**config.mk**
```make
export PLATFORM = sky130hd
export DESIGN_NAME = io_thread_request_queue_flat
export DESIGN_NICKNAME = d
export VERILOG_FILES = /design/src/rtl/io_thread_request_queue_if.sv /design/src/rtl/io_thread_request_queue.sv /design/src/flat_wrapper.sv
export SDC_FILE = /design/constraint.sdc
export NUM_CORES = 1
export LEC_CHECK = 0
export CORE_ASPECT_RATIO = 1.5
export CORE_UTILIZATION = 50
export DETAILED_ROUTE_END_ITERATION = 12
export MAX_ROUTING_LAYER = met4
export PLACE_DENSITY = 0.81
export SYNTH_ARGS = -nofsm -noshare
export SYNTH_HDL_FRONTEND = slang
export SYNTH_SLANG_ARGS = --single-unit
```
**constraint.sdc**
```tcl
create_clock -name clk -period 9.7 [get_ports clk]
set_input_delay 1.455 -clock clk [delete_from_list [all_inputs] [get_ports clk]]
set_output_delay 1.455 -clock clk [all_outputs]
set_load 0.05 [all_outputs]
```
**src/rtl/io_thread_request_queue_if.sv**
```systemverilog
// io_thread_request_queue_if: packet types and the interconnect channel of the per-core IO request queue.
// master = queue side, slave = interconnect side.
package io_thread_request_queue_pkg;
    typedef struct packed {
        logic        is_store;
        logic [31:0] address;
        logic [31:0] value;
        logic [7:0]  thread_idx;
    } ioreq_packet_t;
    typedef struct packed {
        logic [7:0]  core;
        logic [7:0]  thread_idx;
        logic [31:0] read_value;
    } iorsp_packet_t;
endpackage

interface io_thread_request_queue_if;
    import io_thread_request_queue_pkg::*;
    logic          ior_request_valid;
    ioreq_packet_t ior_request;
    logic          ii_ready;
    logic          ii_response_valid;
    iorsp_packet_t ii_response;
    modport master(output ior_request_valid, ior_request, input ii_ready, ii_response_valid, ii_response);
    modport slave(input ior_request_valid, ior_request, output ii_ready, ii_response_valid, ii_response);
endinterface

```
**src/rtl/io_thread_request_queue.sv**
```systemverilog
// io_thread_request_queue: one outstanding IO access per thread, round-robin issue to the interconnect,
// response capture with wake pulse, and completion on replay.
module io_thread_request_queue
    import io_thread_request_queue_pkg::*;
#(
    parameter int CORE_ID = 0,
    parameter int THREADS_PER_CORE = 4,
    localparam int TW = $clog2(THREADS_PER_CORE)
) (
    input  logic                        clk,
    input  logic                        reset,
    input  logic                        dd_io_write_en,
    input  logic                        dd_io_read_en,
    input  logic [TW-1:0]               dd_io_thread_idx,
    input  logic [31:0]                 dd_io_addr,
    input  logic [31:0]                 dd_io_store_data,
    output logic                        ior_access_complete,
    output logic                        ior_rollback_en,
    output logic [31:0]                 ior_read_value,
    output logic [THREADS_PER_CORE-1:0] ior_pending,
    output logic [THREADS_PER_CORE-1:0] ior_wake_bitmap,
    io_thread_request_queue_if.master   ii
);
    typedef enum logic [1:0] {IDLE, PENDING, ISSUED, DONE} slot_state_t;
    slot_state_t state [THREADS_PER_CORE];
    logic        is_store [THREADS_PER_CORE];
    logic [31:0] addr [THREADS_PER_CORE];
    logic [31:0] value [THREADS_PER_CORE];
    logic [TW-1:0] rr_ptr, held_idx, pick, sel, rsp_idx;
    logic held, found, access, rsp_hit;
    always_comb begin
        pick = rr_ptr;
        found = 1'b0;
        for (int i = 0; i < THREADS_PER_CORE; i++) begin
            if (!found && state[rr_ptr + TW'(i)] == PENDING) begin
                pick = rr_ptr + TW'(i);
                found = 1'b1;
            end
        end
    end
    always_comb begin
        ior_pending = '0;
        for (int i = 0; i < THREADS_PER_CORE; i++)
            ior_pending[i] = state[i] == PENDING || state[i] == ISSUED;
    end
    // a presented request stays locked to its slot until the interconnect grants it
    assign sel = held ? held_idx : pick;
    assign access = dd_io_write_en | dd_io_read_en;
    assign rsp_idx = ii.ii_response.thread_idx[TW-1:0];
    assign rsp_hit = ii.ii_response_valid && ii.ii_response.core == 8'(CORE_ID)
                     && {1'b0, ii.ii_response.thread_idx} < 9'(THREADS_PER_CORE) && state[rsp_idx] == ISSUED;
    assign ii.ior_request_valid = found;
    assign ii.ior_request = '{is_store[sel], addr[sel], value[sel], 8'(sel)};
    always_ff @(posedge clk or posedge reset) begin
        if (reset) begin
            for (int i = 0; i < THREADS_PER_CORE; i++) begin
                state[i] <= IDLE;
                is_store[i] <= 1'b0;
                addr[i] <= '0;
                value[i] <= '0;
            end
            rr_ptr <= '0;
            held <= 1'b0;
            held_idx <= '0;
            ior_access_complete <= 1'b0;
            ior_rollback_en <= 1'b0;
            ior_read_value <= '0;
            ior_wake_bitmap <= '0;
        end else begin
            ior_access_complete <= access && state[dd_io_thread_idx] == DONE;
            ior_rollback_en <= access && state[dd_io_thread_idx] != DONE;
            ior_wake_bitmap <= rsp_hit ? THREADS_PER_CORE'(1) << rsp_idx : '0;
            held <= found && !ii.ii_ready;
            held_idx <= sel;
            if (access && state[dd_io_thread_idx] == IDLE) begin
                state[dd_io_thread_idx] <= PENDING;
                is_store[dd_io_thread_idx] <= dd_io_write_en;
                addr[dd_io_thread_idx] <= dd_io_addr;
                value[dd_io_thread_idx] <= dd_io_store_data;
            end
            if (access && state[dd_io_thread_idx] == DONE) begin
                state[dd_io_thread_idx] <= IDLE;
                ior_read_value <= is_store[dd_io_thread_idx] ? '0 : value[dd_io_thread_idx];
            end
            if (found && ii.ii_ready) begin
                state[sel] <= ISSUED;
                rr_ptr <= sel + 1'b1;
            end
            // the store data is no longer needed once issued, so the slot reuses it for the response
            if (rsp_hit) begin
                state[rsp_idx] <= DONE;
                value[rsp_idx] <= ii.ii_response.read_value;
            end
        end
    end
endmodule

```
**src/flat_wrapper.sv**
```systemverilog
// flat-port wrapper written by rule: the top's interface ports become plain ports
module io_thread_request_queue_flat import io_thread_request_queue_pkg::*;
#(
    parameter int CORE_ID = 0,
    parameter int THREADS_PER_CORE = 4,
    localparam int TW = $clog2(THREADS_PER_CORE)
)
  (clk, reset, dd_io_write_en, dd_io_read_en, dd_io_thread_idx, dd_io_addr, dd_io_store_data, ior_access_complete, ior_rollback_en, ior_read_value, ior_pending, ior_wake_bitmap, ii_ior_request_valid, ii_ior_request, ii_ii_ready, ii_ii_response_valid, ii_ii_response);
  io_thread_request_queue_if ii_i ();
  input  logic clk;
  input  logic reset;
  input  logic dd_io_write_en;
  input  logic dd_io_read_en;
  input  logic [TW-1:0] dd_io_thread_idx;
  input  logic [31:0] dd_io_addr;
  input  logic [31:0] dd_io_store_data;
  output logic ior_access_complete;
  output logic ior_rollback_en;
  output logic [31:0] ior_read_value;
  output logic [THREADS_PER_CORE-1:0] ior_pending;
  output logic [THREADS_PER_CORE-1:0] ior_wake_bitmap;
  output wire logic [$bits(ii_i.ior_request_valid)-1:0] ii_ior_request_valid;
  output wire logic [$bits(ii_i.ior_request)-1:0] ii_ior_request;
  input wire logic [$bits(ii_i.ii_ready)-1:0] ii_ii_ready;
  input wire logic [$bits(ii_i.ii_response_valid)-1:0] ii_ii_response_valid;
  input wire logic [$bits(ii_i.ii_response)-1:0] ii_ii_response;
  assign ii_ior_request_valid = ii_i.ior_request_valid;
  assign ii_ior_request = ii_i.ior_request;
  assign ii_i.ii_ready = ii_ii_ready;
  assign ii_i.ii_response_valid = ii_ii_response_valid;
  assign ii_i.ii_response = ii_ii_response;
  io_thread_request_queue #(.CORE_ID(CORE_ID), .THREADS_PER_CORE(THREADS_PER_CORE)) u_core (.clk(clk), .reset(reset), .dd_io_write_en(dd_io_write_en), .dd_io_read_en(dd_io_read_en), .dd_io_thread_idx(dd_io_thread_idx), .dd_io_addr(dd_io_addr), .dd_io_store_data(dd_io_store_data), .ior_access_complete(ior_access_complete), .ior_rollback_en(ior_rollback_en), .ior_read_value(ior_read_value), .ior_pending(ior_pending), .ior_wake_bitmap(ior_wake_bitmap), .ii(ii_i));
endmodule
```
Word level (Yosys, flattened, before mapping)
Index checks and enable logic that the tools add are counted.
{"block": "totals", "output_inout_bits": 116, "ram_bits": 0, "word_cells": 160, "memories": 0, "reg_bits": 311, "in_bits": 120, "latch_bits": 0, "rom_bits": 0}
{"block": "classes", "muxes": 65, "div": 0, "n_lt_le_gt_ge": 11, "n_addsub": 4, "n_mul": 0, "reduce_logical": 24, "n_bitwise": 17, "n_eq_ne": 15, "shifts": 1}
{"cell": "bitwise mux 128 bit", "count": 3}
{"cell": "two-way mux 32 bit", "count": 9}
{"cell": "two-way mux 128 bit", "count": 2}
{"cell": "binary-select mux 32 bit (select 2 bit)", "count": 3}
{"cell": "demux 32 bit (select 2 bit)", "count": 2}
{"cell": "two-way mux 2 bit", "count": 19}
{"cell": "two-way mux 8 bit", "count": 4}
{"cell": "binary-select mux 2 bit (select 2 bit)", "count": 6}
{"cell": "greater-or-equal comparator 3 bit, second input constant", "count": 7}
{"cell": "inverter 2 -> 3 bit", "count": 7}
{"cell": "== test 2 x 1 -> 1 bit, second input constant", "count": 8}
{"cell": "logical AND 1 bit", "count": 14}
{"cell": "demux 2 bit (select 2 bit)", "count": 3}
{"cell": "== test 2 bit, second input constant", "count": 6}
{"cell": "< comparator 3 x 1 -> 1 bit, second input constant", "count": 3}
{"cell": "two-way mux 1 bit", "count": 9}
{"cell": "AND 4 bit", "count": 2}
{"cell": "AND 8 bit", "count": 1}
{"cell": "zero test 8 bit", "count": 1}
{"cell": "< comparator 8 x 3 -> 1 bit, second input constant", "count": 1}
{"cell": "inverter 4 bit", "count": 2}
{"cell": "inverter 8 bit", "count": 1}
{"cell": "bitwise OR 4 bit", "count": 2}
{"cell": "bitwise OR 8 bit", "count": 1}
{"cell": "12 further kinds", "count": 21}

Logic depth before layout (Yosys ltp)
Gate-level depths: netlist of run 1.
{"block": "depth", "ltp_word": 26, "mapped_depth": 10, "mapped_depth_nobuf": 7}

Worst setup path after synthesis of run 1
Ideal clock, no wire load.
{"block": "synth_path", "kind": "reg-to-output", "startpoint": "register u_core.state[1] (netlist name)", "endpoint": "output ii_ior_request[10]", "path_stages_with_launch": 9, "setup_slack_ns": 5.622, "t_required_ns": 8.245, "arrival_time_ns": 2.623, "n_path_buf": 3, "cell_sequence": "dfrtp_1 and2b_1 o22ai_1 and2_1 o41a_1 buf_2 buf_2 buf_2 mux2i_1"}
{"block": "synth_via", "elab_chain_cells": 19, "elab_cells_between_ends": 33, "classes_between": "eq/ne: 4; mux: 22; bitwise: 1; reduce/logical: 6"}
{"item": "start: declaration", "line": "io_thread_request_queue.sv:25", "text": "slot_state_t state [THREADS_PER_CORE];"}
{"item": "start signal: indexed assignment", "line": "io_thread_request_queue.sv:57", "text": "state[i] <= IDLE;"}
{"item": "start signal: indexed assignment", "line": "io_thread_request_queue.sv:76", "text": "state[dd_io_thread_idx] <= PENDING;"}
{"item": "start signal: indexed assignment", "line": "io_thread_request_queue.sv:82", "text": "state[dd_io_thread_idx] <= IDLE;"}
{"item": "binary-select mux 2 bit (select 2 bit)", "line": "io_thread_request_queue.sv:35", "text": "if (!found && state[rr_ptr + TW'(i)] == PENDING) begin"}
{"item": "two-way mux 2 bit (not written as such) (2 in a row)", "line": "io_thread_request_queue.sv:35"}
{"item": "== test 2 x 1 -> 1 bit", "line": "io_thread_request_queue.sv:35"}
{"item": "two-way mux 1 bit", "line": "io_thread_request_queue.sv:35"}
{"item": "zero test 1 bit", "line": "io_thread_request_queue.sv:35"}
{"item": "logical AND 1 bit", "line": "io_thread_request_queue.sv:35"}
{"item": "two-way mux 1 bit", "line": "io_thread_request_queue.sv:35"}
{"item": "zero test 1 bit", "line": "io_thread_request_queue.sv:35"}
{"item": "logical AND 1 bit", "line": "io_thread_request_queue.sv:35"}
{"item": "two-way mux 1 bit", "line": "io_thread_request_queue.sv:35"}
{"item": "zero test 1 bit", "line": "io_thread_request_queue.sv:35"}
{"item": "logical AND 1 bit", "line": "io_thread_request_queue.sv:35"}
{"item": "two-way mux 2 bit (*)", "line": "io_thread_request_queue.sv:35"}
{"item": "two-way mux 2 bit (*)", "line": "io_thread_request_queue.sv:47", "text": "assign sel = held ? held_idx : pick;"}
{"item": "inverter 2 -> 3 bit (not written as such) (*)", "line": "io_thread_request_queue.sv:53", "text": "assign ii.ior_request = '{is_store[sel], addr[sel], value[sel], 8'(sel)};"}
{"item": "binary-select mux 32 bit (select 2 bit) (*)", "line": "io_thread_request_queue.sv:53"}
{"item": "two-way mux 32 bit (not written as such) (*) (2 in a row)", "line": "io_thread_request_queue.sv:53"}
{"item": "end: declaration", "line": "flat_wrapper.sv:23", "text": "output wire logic [$bits(ii_i.ior_request)-1:0] ii_ior_request;"}
Every way passes the cells marked *; elsewhere a longest branch is shown, timed or not. The select of a mux whose other input is x is not followed.

Worst setup path after layout of run 1
{"block": "layout_path", "startpoint": "register u_core.state[3] (netlist name)", "endpoint": "output ii_ior_request[72]"}
{"block": "layout_via", "elab_chain_cells": 19, "elab_cells_between_ends": 33, "classes_between": "eq/ne: 4; mux: 22; bitwise: 1; reduce/logical: 6"}
{"item": "binary-select mux 2 bit (select 2 bit)", "line": "io_thread_request_queue.sv:35"}
{"item": "two-way mux 2 bit (not written as such) (2 in a row)", "line": "io_thread_request_queue.sv:35"}
{"item": "== test 2 x 1 -> 1 bit", "line": "io_thread_request_queue.sv:35"}
{"item": "two-way mux 1 bit", "line": "io_thread_request_queue.sv:35"}
{"item": "zero test 1 bit", "line": "io_thread_request_queue.sv:35"}
{"item": "logical AND 1 bit", "line": "io_thread_request_queue.sv:35"}
{"item": "two-way mux 1 bit", "line": "io_thread_request_queue.sv:35"}
{"item": "zero test 1 bit", "line": "io_thread_request_queue.sv:35"}
{"item": "logical AND 1 bit", "line": "io_thread_request_queue.sv:35"}
{"item": "two-way mux 1 bit", "line": "io_thread_request_queue.sv:35"}
{"item": "zero test 1 bit", "line": "io_thread_request_queue.sv:35"}
{"item": "logical AND 1 bit", "line": "io_thread_request_queue.sv:35"}
{"item": "two-way mux 2 bit (*)", "line": "io_thread_request_queue.sv:35"}
{"item": "two-way mux 2 bit (*)", "line": "io_thread_request_queue.sv:47"}
{"item": "inverter 2 -> 3 bit (not written as such) (*)", "line": "io_thread_request_queue.sv:53"}
{"item": "binary-select mux 1 bit (select 2 bit) (*)", "line": "io_thread_request_queue.sv:53"}
{"item": "two-way mux 1 bit (not written as such) (*) (2 in a row)", "line": "io_thread_request_queue.sv:53"}
Marks and branches as above.

==> out/metrics.cfg, run 1 <==
[run_status]
status = completed

[synth]
synth_seq_cells = 311
syn_avg_cell_area_sq_um = 12.07
synthCells = 1322
syn_area_sq_mm = 0.01595
synthFlopType = dfrtp_1
synth_edf_count = 0
synth_cell_types = 48
async_flop_share_pct = 100.0
ys_seq_area_share_pct = 48.79
yosys_warnings = 0

[timing]
skew_ps = 11.34
finalMaxSlewViolations = 0
tightest_slew_ps = 1080
finalSetupViolCount = 0
period_share_pct = 63.24
fin_setup_tns_ps = 0
rsz0062_at_grt = no
hold_viol = 0
max_freq_ghz = 0.1630
max_slew_margin_pct = 28.03
post-route-min-period_ps = 6134

[cts]
clk_path_buf_depth = 3
clkLatencyLatePin_ps = 570
postCtsResizedCells = 0
cts_tree = built
htreeDepth = 1
postCtsSetupRepairBufs = 0
cts_buffers = 30
root_buffer = clkbuf_16
cts_sinks = 311
clk_pin_slew_worst_paths_ps = 60
cts_hold_buf = 0

[critical_path]
worstPathArrival_ps = 4680
reg2reg_slack_ps = 6100
end_kind = output pin
critPathBufInv = 3
critPathTopFamily = buffers and inverters
crit_path_max_fanout = 53
cp.required_ps = 8250
critPathLaunchType = flop
path_cells = nand2b_1, a21boi_0, o211ai_1, a32oi_4, buf_4, buf_4, mux2i_1, mux2i_1, clkdlybuf4s50_1
crit_type = flop to output pin
cp_slowest_cell = clkdlybuf4s50_1
cpPeakStageDelay_ps = 870

[floorplan]
initial_core_util_pct = 51.07
ios = 236
dieHeight_um = 220.8
core_area_sq_mm = 0.03124
rows = 79
fp.dieW_um = 147.8
die_area_sq_mm = 0.03263

[placed_design]
place_congestion = 0.8103
place_inst = 1881
place.port_buffers = 229
postPlaceCellArea_sq_mm = 0.01843
hpwl_um = 25380

[drt]
post_drt_wl_per_cell_um = 21.05
ant_nets = 0
first_pass_iters = 5
drt_first_iter_violations = 700
wl_um = 40690
vias = 11240
drc = 0
routed_via_density = 5.815

[min_path]
hp-class = flop to flop

[global_route]
grt_antenna_before_repair = 3
first_global_vias = 11860
grt-ovfl-total = 0
grt_pass1_wl_um = 63800
grt_max_degree = 163
track_usage_pct = 26.00
grtUsageMet2_pct = 45.20
busiest_layer = met2
use_met1_pct = 29.65
use_met3_pct = 3.278

[run]
maxCapViolations = 0

[cells_and_area]
final_cell_mix = 311 x dfrtp_1, 287 x mux2i_1, 227 x clkdlybuf4s50_1
syn_to_final_growth_pct = 21.63
nets = 1628
drive_above_1_share_pct = 15.34
layout.cells.non_filler = 1933
postLayoutCellArea_sq_mm = 0.01940
layout_commonest_cell = dfrtp_1

-- state kept, by name (all words and copies together) (netlist names) --
register,flops
u_core.ior_read_value,32
u_core.addr,128
u_core.held,1
u_core.held_idx,2
u_core.ior_access_complete,1
u_core.rr_ptr,2
u_core.ior_wake_bitmap,4
u_core.value,128
u_core.state,8
u_core.is_store,4
u_core.ior_rollback_en,1
-- tightest hold or removal path: stages, from the launching register on --
cell     delay [ps]
dfrtp_1         340
nand2_1          40
o21ai_0          60
-- through the flow --
stage,setup slack (ps),hold WS [ps],utilization (%)
final,3566,476.1,62.11
after CTS,3601,483.9,62.09
after detailed placement,4225,470.2,59.00
after global routing,3310,499.2,62.11
after global placement,4303,459.7,59.00
after floorplan,4104,452.4,-
-- synth_stat cells (all sizes together), types with 2 or more instances --
cell type	number	area [sq um]
dfrtp	311	7782
mux2i	287	2873
nand2	137	514.2
o21ai	135	675.7
mux2	132	1486
buf	66	460.4
mux4	47	1059
nand2b	42	262.8
nor2	41	153.9
clkbuf	37	138.9
a21oi	32	160.2
inv	6	22.52
nor3	5	30.03
nor4	4	25.02
o22ai	4	25.02
xor2	4	35.03
and2	3	18.77
nor3b	3	22.52
o21bai	3	22.52
nand3	2	10.01
-- per-layer routing --
layer  wire length (um)  share of wire [%]
met2              21590                 53
met4               1403                3.4
met3               2244                5.5
met5                  0                  0
met1              15460                 38
-- final timing paths --
path / startpoint / to / cells past startpoint
max: u_core.state[3]$_DFF_PP0_ / ii_ior_request[72] / 9
min: u_core.ior_read_value[24]$_DFFE_PP0N_ / u_core.ior_read_value[24]$_DFFE_PP0N_ / 2
max reg2reg: u_core.state[3]$_DFF_PP0_ / u_core.addr[13]$_DFFE_PP0P_ / 5
min reg2reg: u_core.ior_read_value[24]$_DFFE_PP0N_ / u_core.ior_read_value[24]$_DFFE_PP0N_ / 2
max in group asynchronous: reset / u_core.value[1]$_DFF_PP0_ / 4
min in group asynchronous: reset / u_core.addr[104]$_DFFE_PP0P_ / 2
-- layout make-up --
cell class                 instances  area (sq um)
tap                              405         506.7
antenna                            3         7.507
clock inverter                     7         85.08
sequential                       311          7782
fill                            2475         11840
clock buffer                      42         877.1
timing repair buffer             252          2467
multi-input combinational        907          7647
inverter                           6         26.28
-- cells by family after synthesis --
logic type / synth area share, %
AO/OA/AOI/OAI: 6.189
XOR/XNOR: 0.2745
buffers and inverters: 3.899
flip-flops: 48.79
multiplexers: 33.97
other: 0.02351
AND/OR/NAND/NOR: 6.856
Power of run 1 is not shown: default switching activity piles up to over one toggle a cycle in this logic, so the estimate is an artifact.
==> run 2, diff against run 1 <==
clock period = 5.1 ns   (was 9.7 ns; I/O delays follow)
==> out/metrics.cfg, run 2 (same netlist as run 1, synthesis figures left out) <==
[drt]
post_drt_wl_per_cell_um = 21.21  ; was 21.05 um
wl_um = 41160  ; was 40690 um
vias = 11270  ; was 11240
routed_via_density = 5.805  ; was 5.815
first_pass_iters = 7  ; was 5
ant_nets = 0  ; unchanged
drt_first_iter_violations = 562  ; was 700
drc = 0  ; unchanged

[cts]
postCtsSetupRepairBufs = 0  ; unchanged
cts_tree = built  ; unchanged
clk_pin_slew_worst_paths_ps = 60  ; about the same
root_buffer = clkbuf_16  ; unchanged
cts_buffers = 31  ; was 30
htreeDepth = 1  ; unchanged
postCtsResizedCells = 0  ; unchanged
clkLatencyLatePin_ps = 600  ; was 570 ps
cts_hold_buf = 0  ; unchanged
clk_path_buf_depth = 3  ; unchanged
cts_sinks = 311  ; unchanged

[timing]
finalSetupViolCount = 0  ; unchanged
tightest_slew_ps = 1025  ; was 1080 ps
finalMaxSlewViolations = 0  ; unchanged
post-route-min-period_ps = 4647
max_slew_margin_pct = 31.44  ; was 28.03%
period_share_pct = 91.13
hold_viol = 0  ; unchanged
max_freq_ghz = 0.2152
rsz0062_at_grt = no  ; unchanged
fin_setup_tns_ps = 0  ; unchanged
skew_ps = 31.35  ; was 11.34 ps

[critical_path]
reg2reg_slack_ps = 2080  ; was 6100 ps
worstPathArrival_ps = 3880  ; was 4680 ps
path_cells = and2b_1, a41oi_1, or2_0, a32oi_4, buf_12, mux2i_1, mux2i_1, clkdlybuf4s50_1  ; was nand2b_1, a21boi_0, o211ai_1, a32oi_4, buf_4, buf_4, mux2i_1, mux2i_1, clkdlybuf4s50_1
crit_path_max_fanout = 63  ; was 53
crit_type = flop to output pin  ; unchanged
end_kind = output pin  ; unchanged
r2r_cells = 6  ; was 5
cpMostUsedCell = mux2i_1
cp_slowest_cell = clkdlybuf4s50_1  ; unchanged
critPathTopFamily = buffers and inverters  ; unchanged
critPathBufInv = 2  ; was 3
r2r-end = u_core.value[47]$_DFF_PP0_  ; was u_core.addr[13]$_DFFE_PP0P_
cp.required_ps = 4340  ; was 8250 ps
worstReg2RegStart = u_core.state[3]$_DFF_PP0_  ; unchanged
cpPeakStageDelay_ps = 870  ; about the same
critPathLaunchType = flop  ; unchanged

[global_route]
track_usage_pct = 26.38  ; was 26.00%
grt_pass1_wl_um = 64960  ; was 63800 um
grt-ovfl-total = 0  ; unchanged
first_global_vias = 11960  ; was 11860
grt_max_degree = 131  ; was 163
grt_antenna_before_repair = 3  ; unchanged

[cells_and_area]
multiInputGateArea_sq_mm = 0.007647  ; unchanged
drive_above_1_share_pct = 15.67  ; was 15.34%
fillers = 2424  ; was 2475
seq_area_sq_mm = 0.007782  ; unchanged
nets = 1631  ; was 1628
final_cell_mix = 311 x dfrtp_1, 287 x mux2i_1, 227 x clkdlybuf4s50_1  ; unchanged
layout_commonest_cell = dfrtp_1  ; unchanged
largest_registers = u_core.addr (128), u_core.value (128), u_core.ior_read_value (32)  ; unchanged
syn_to_final_growth_pct = 23.12  ; was 21.63%

[floorplan]
die_area_sq_mm = 0.03263  ; unchanged
initial_core_util_pct = 51.07  ; unchanged
core_area_sq_mm = 0.03124  ; unchanged
rows = 79  ; unchanged
fp.dieW_um = 147.8  ; unchanged
dieHeight_um = 220.8  ; unchanged
ios = 236  ; unchanged

[min_path]
hp-class = flop to flop  ; unchanged
hold_depth = 2  ; unchanged
hold_path_end = u_core.ior_read_value[27]$_DFFE_PP0N_  ; was u_core.ior_read_value[24]$_DFFE_PP0N_
hp-start = u_core.ior_read_value[27]$_DFFE_PP0N_  ; was u_core.ior_read_value[24]$_DFFE_PP0N_

[run_status]
status = completed  ; unchanged

[run]
maxCapViolations = 0  ; unchanged

[placed_design]
place_congestion = 0.7992  ; was 0.8103
hpwl_um = 25980  ; was 25380 um
place.port_buffers = 229  ; unchanged

-- run 2: cell types whose count changed in the layout (fill, tap and decap cells not counted), sizes merged --
cell	delta
buf	+2
inv	+1
clkbuf	-1
diode	+1
bufinv	+5
-- run 2: per-stage QoR --
stage / hold WS [ps] / setup slack, ps / util [%] / instance area [sq um] / cells
floorplan: 452.4 / 194.1 / - / 15970 / 1327
global placement: 461.9 / 1198 / 59.25 / 18510 / 1883
detailed placement: 469.7 / 1105 / 59.25 / 18510 / 1883
CTS: 483.7 / 443.1 / 62.84 / 19630 / 1937
global route: 505.1 / 350.1 / 62.86 / 19640 / 1940
finish: 480.5 / 452.6 / 62.87 / 19640 / 1941
-- run 2: worst max-delay path by stage --
stage | to | cells past startpoint | slack [ps] | start
4_1_cts | ii_ior_request[13] | 8 | 440 | u_core.state[1]$_DFF_PP0_
5_1_grt | ii_ior_request[13] | 8 | 350 | u_core.state[3]$_DFF_PP0_
2_1_floorplan | u_core.addr[0]$_DFFE_PP0P_ | 1 | 190 | reset
3_3_place_gp | ii_ior_request[13] | 8 | 1200 | u_core.state[1]$_DFF_PP0_
6_report | ii_ior_request[13] | 8 | 450 | u_core.state[1]$_DFF_PP0_
3_5_place_dp | ii_ior_request[13] | 8 | 1100 | u_core.state[3]$_DFF_PP0_
-- run 2: layer usage --
layer	vias to the layer above	wire length [um]	global-route usage [%]
li1	5102	-	-
met1	5696	16150	30.73
met2	369	21450	45.61
met3	101	2024	3.113
met4	0	1543	12.23
met5	-	0	-
-- run 2: worst reg2reg max path, cell delays in order (launching register included) --
cell and delay, ps:
dfrtp_1 460, mux4_2 510, or3_4 450, nor2_4 610, buf_4 480, mux2i_1 260, a21oi_1 90
-- run 2: layout make-up --
class	instances	share of cell area, %
Inverter	6	0.1338
Sequential cell	311	39.63
Timing Repair Buffer	254	12.96
Clock inverter	13	1.357
Clock buffer	41	4.345
Multi-Input combinational cell	907	38.94
Tap cell	405	2.580
Antenna cell	4	0.05097
Power of run 2 is left out for the same reason.
==> run 3, diff against run 2 <==
SLEW_MARGIN = 5   (was default)
==> results of run 3 <==
Same layout as run 2: the final DEF is identical, and so are final timing and power.
Power of run 3 is left out for the same reason.
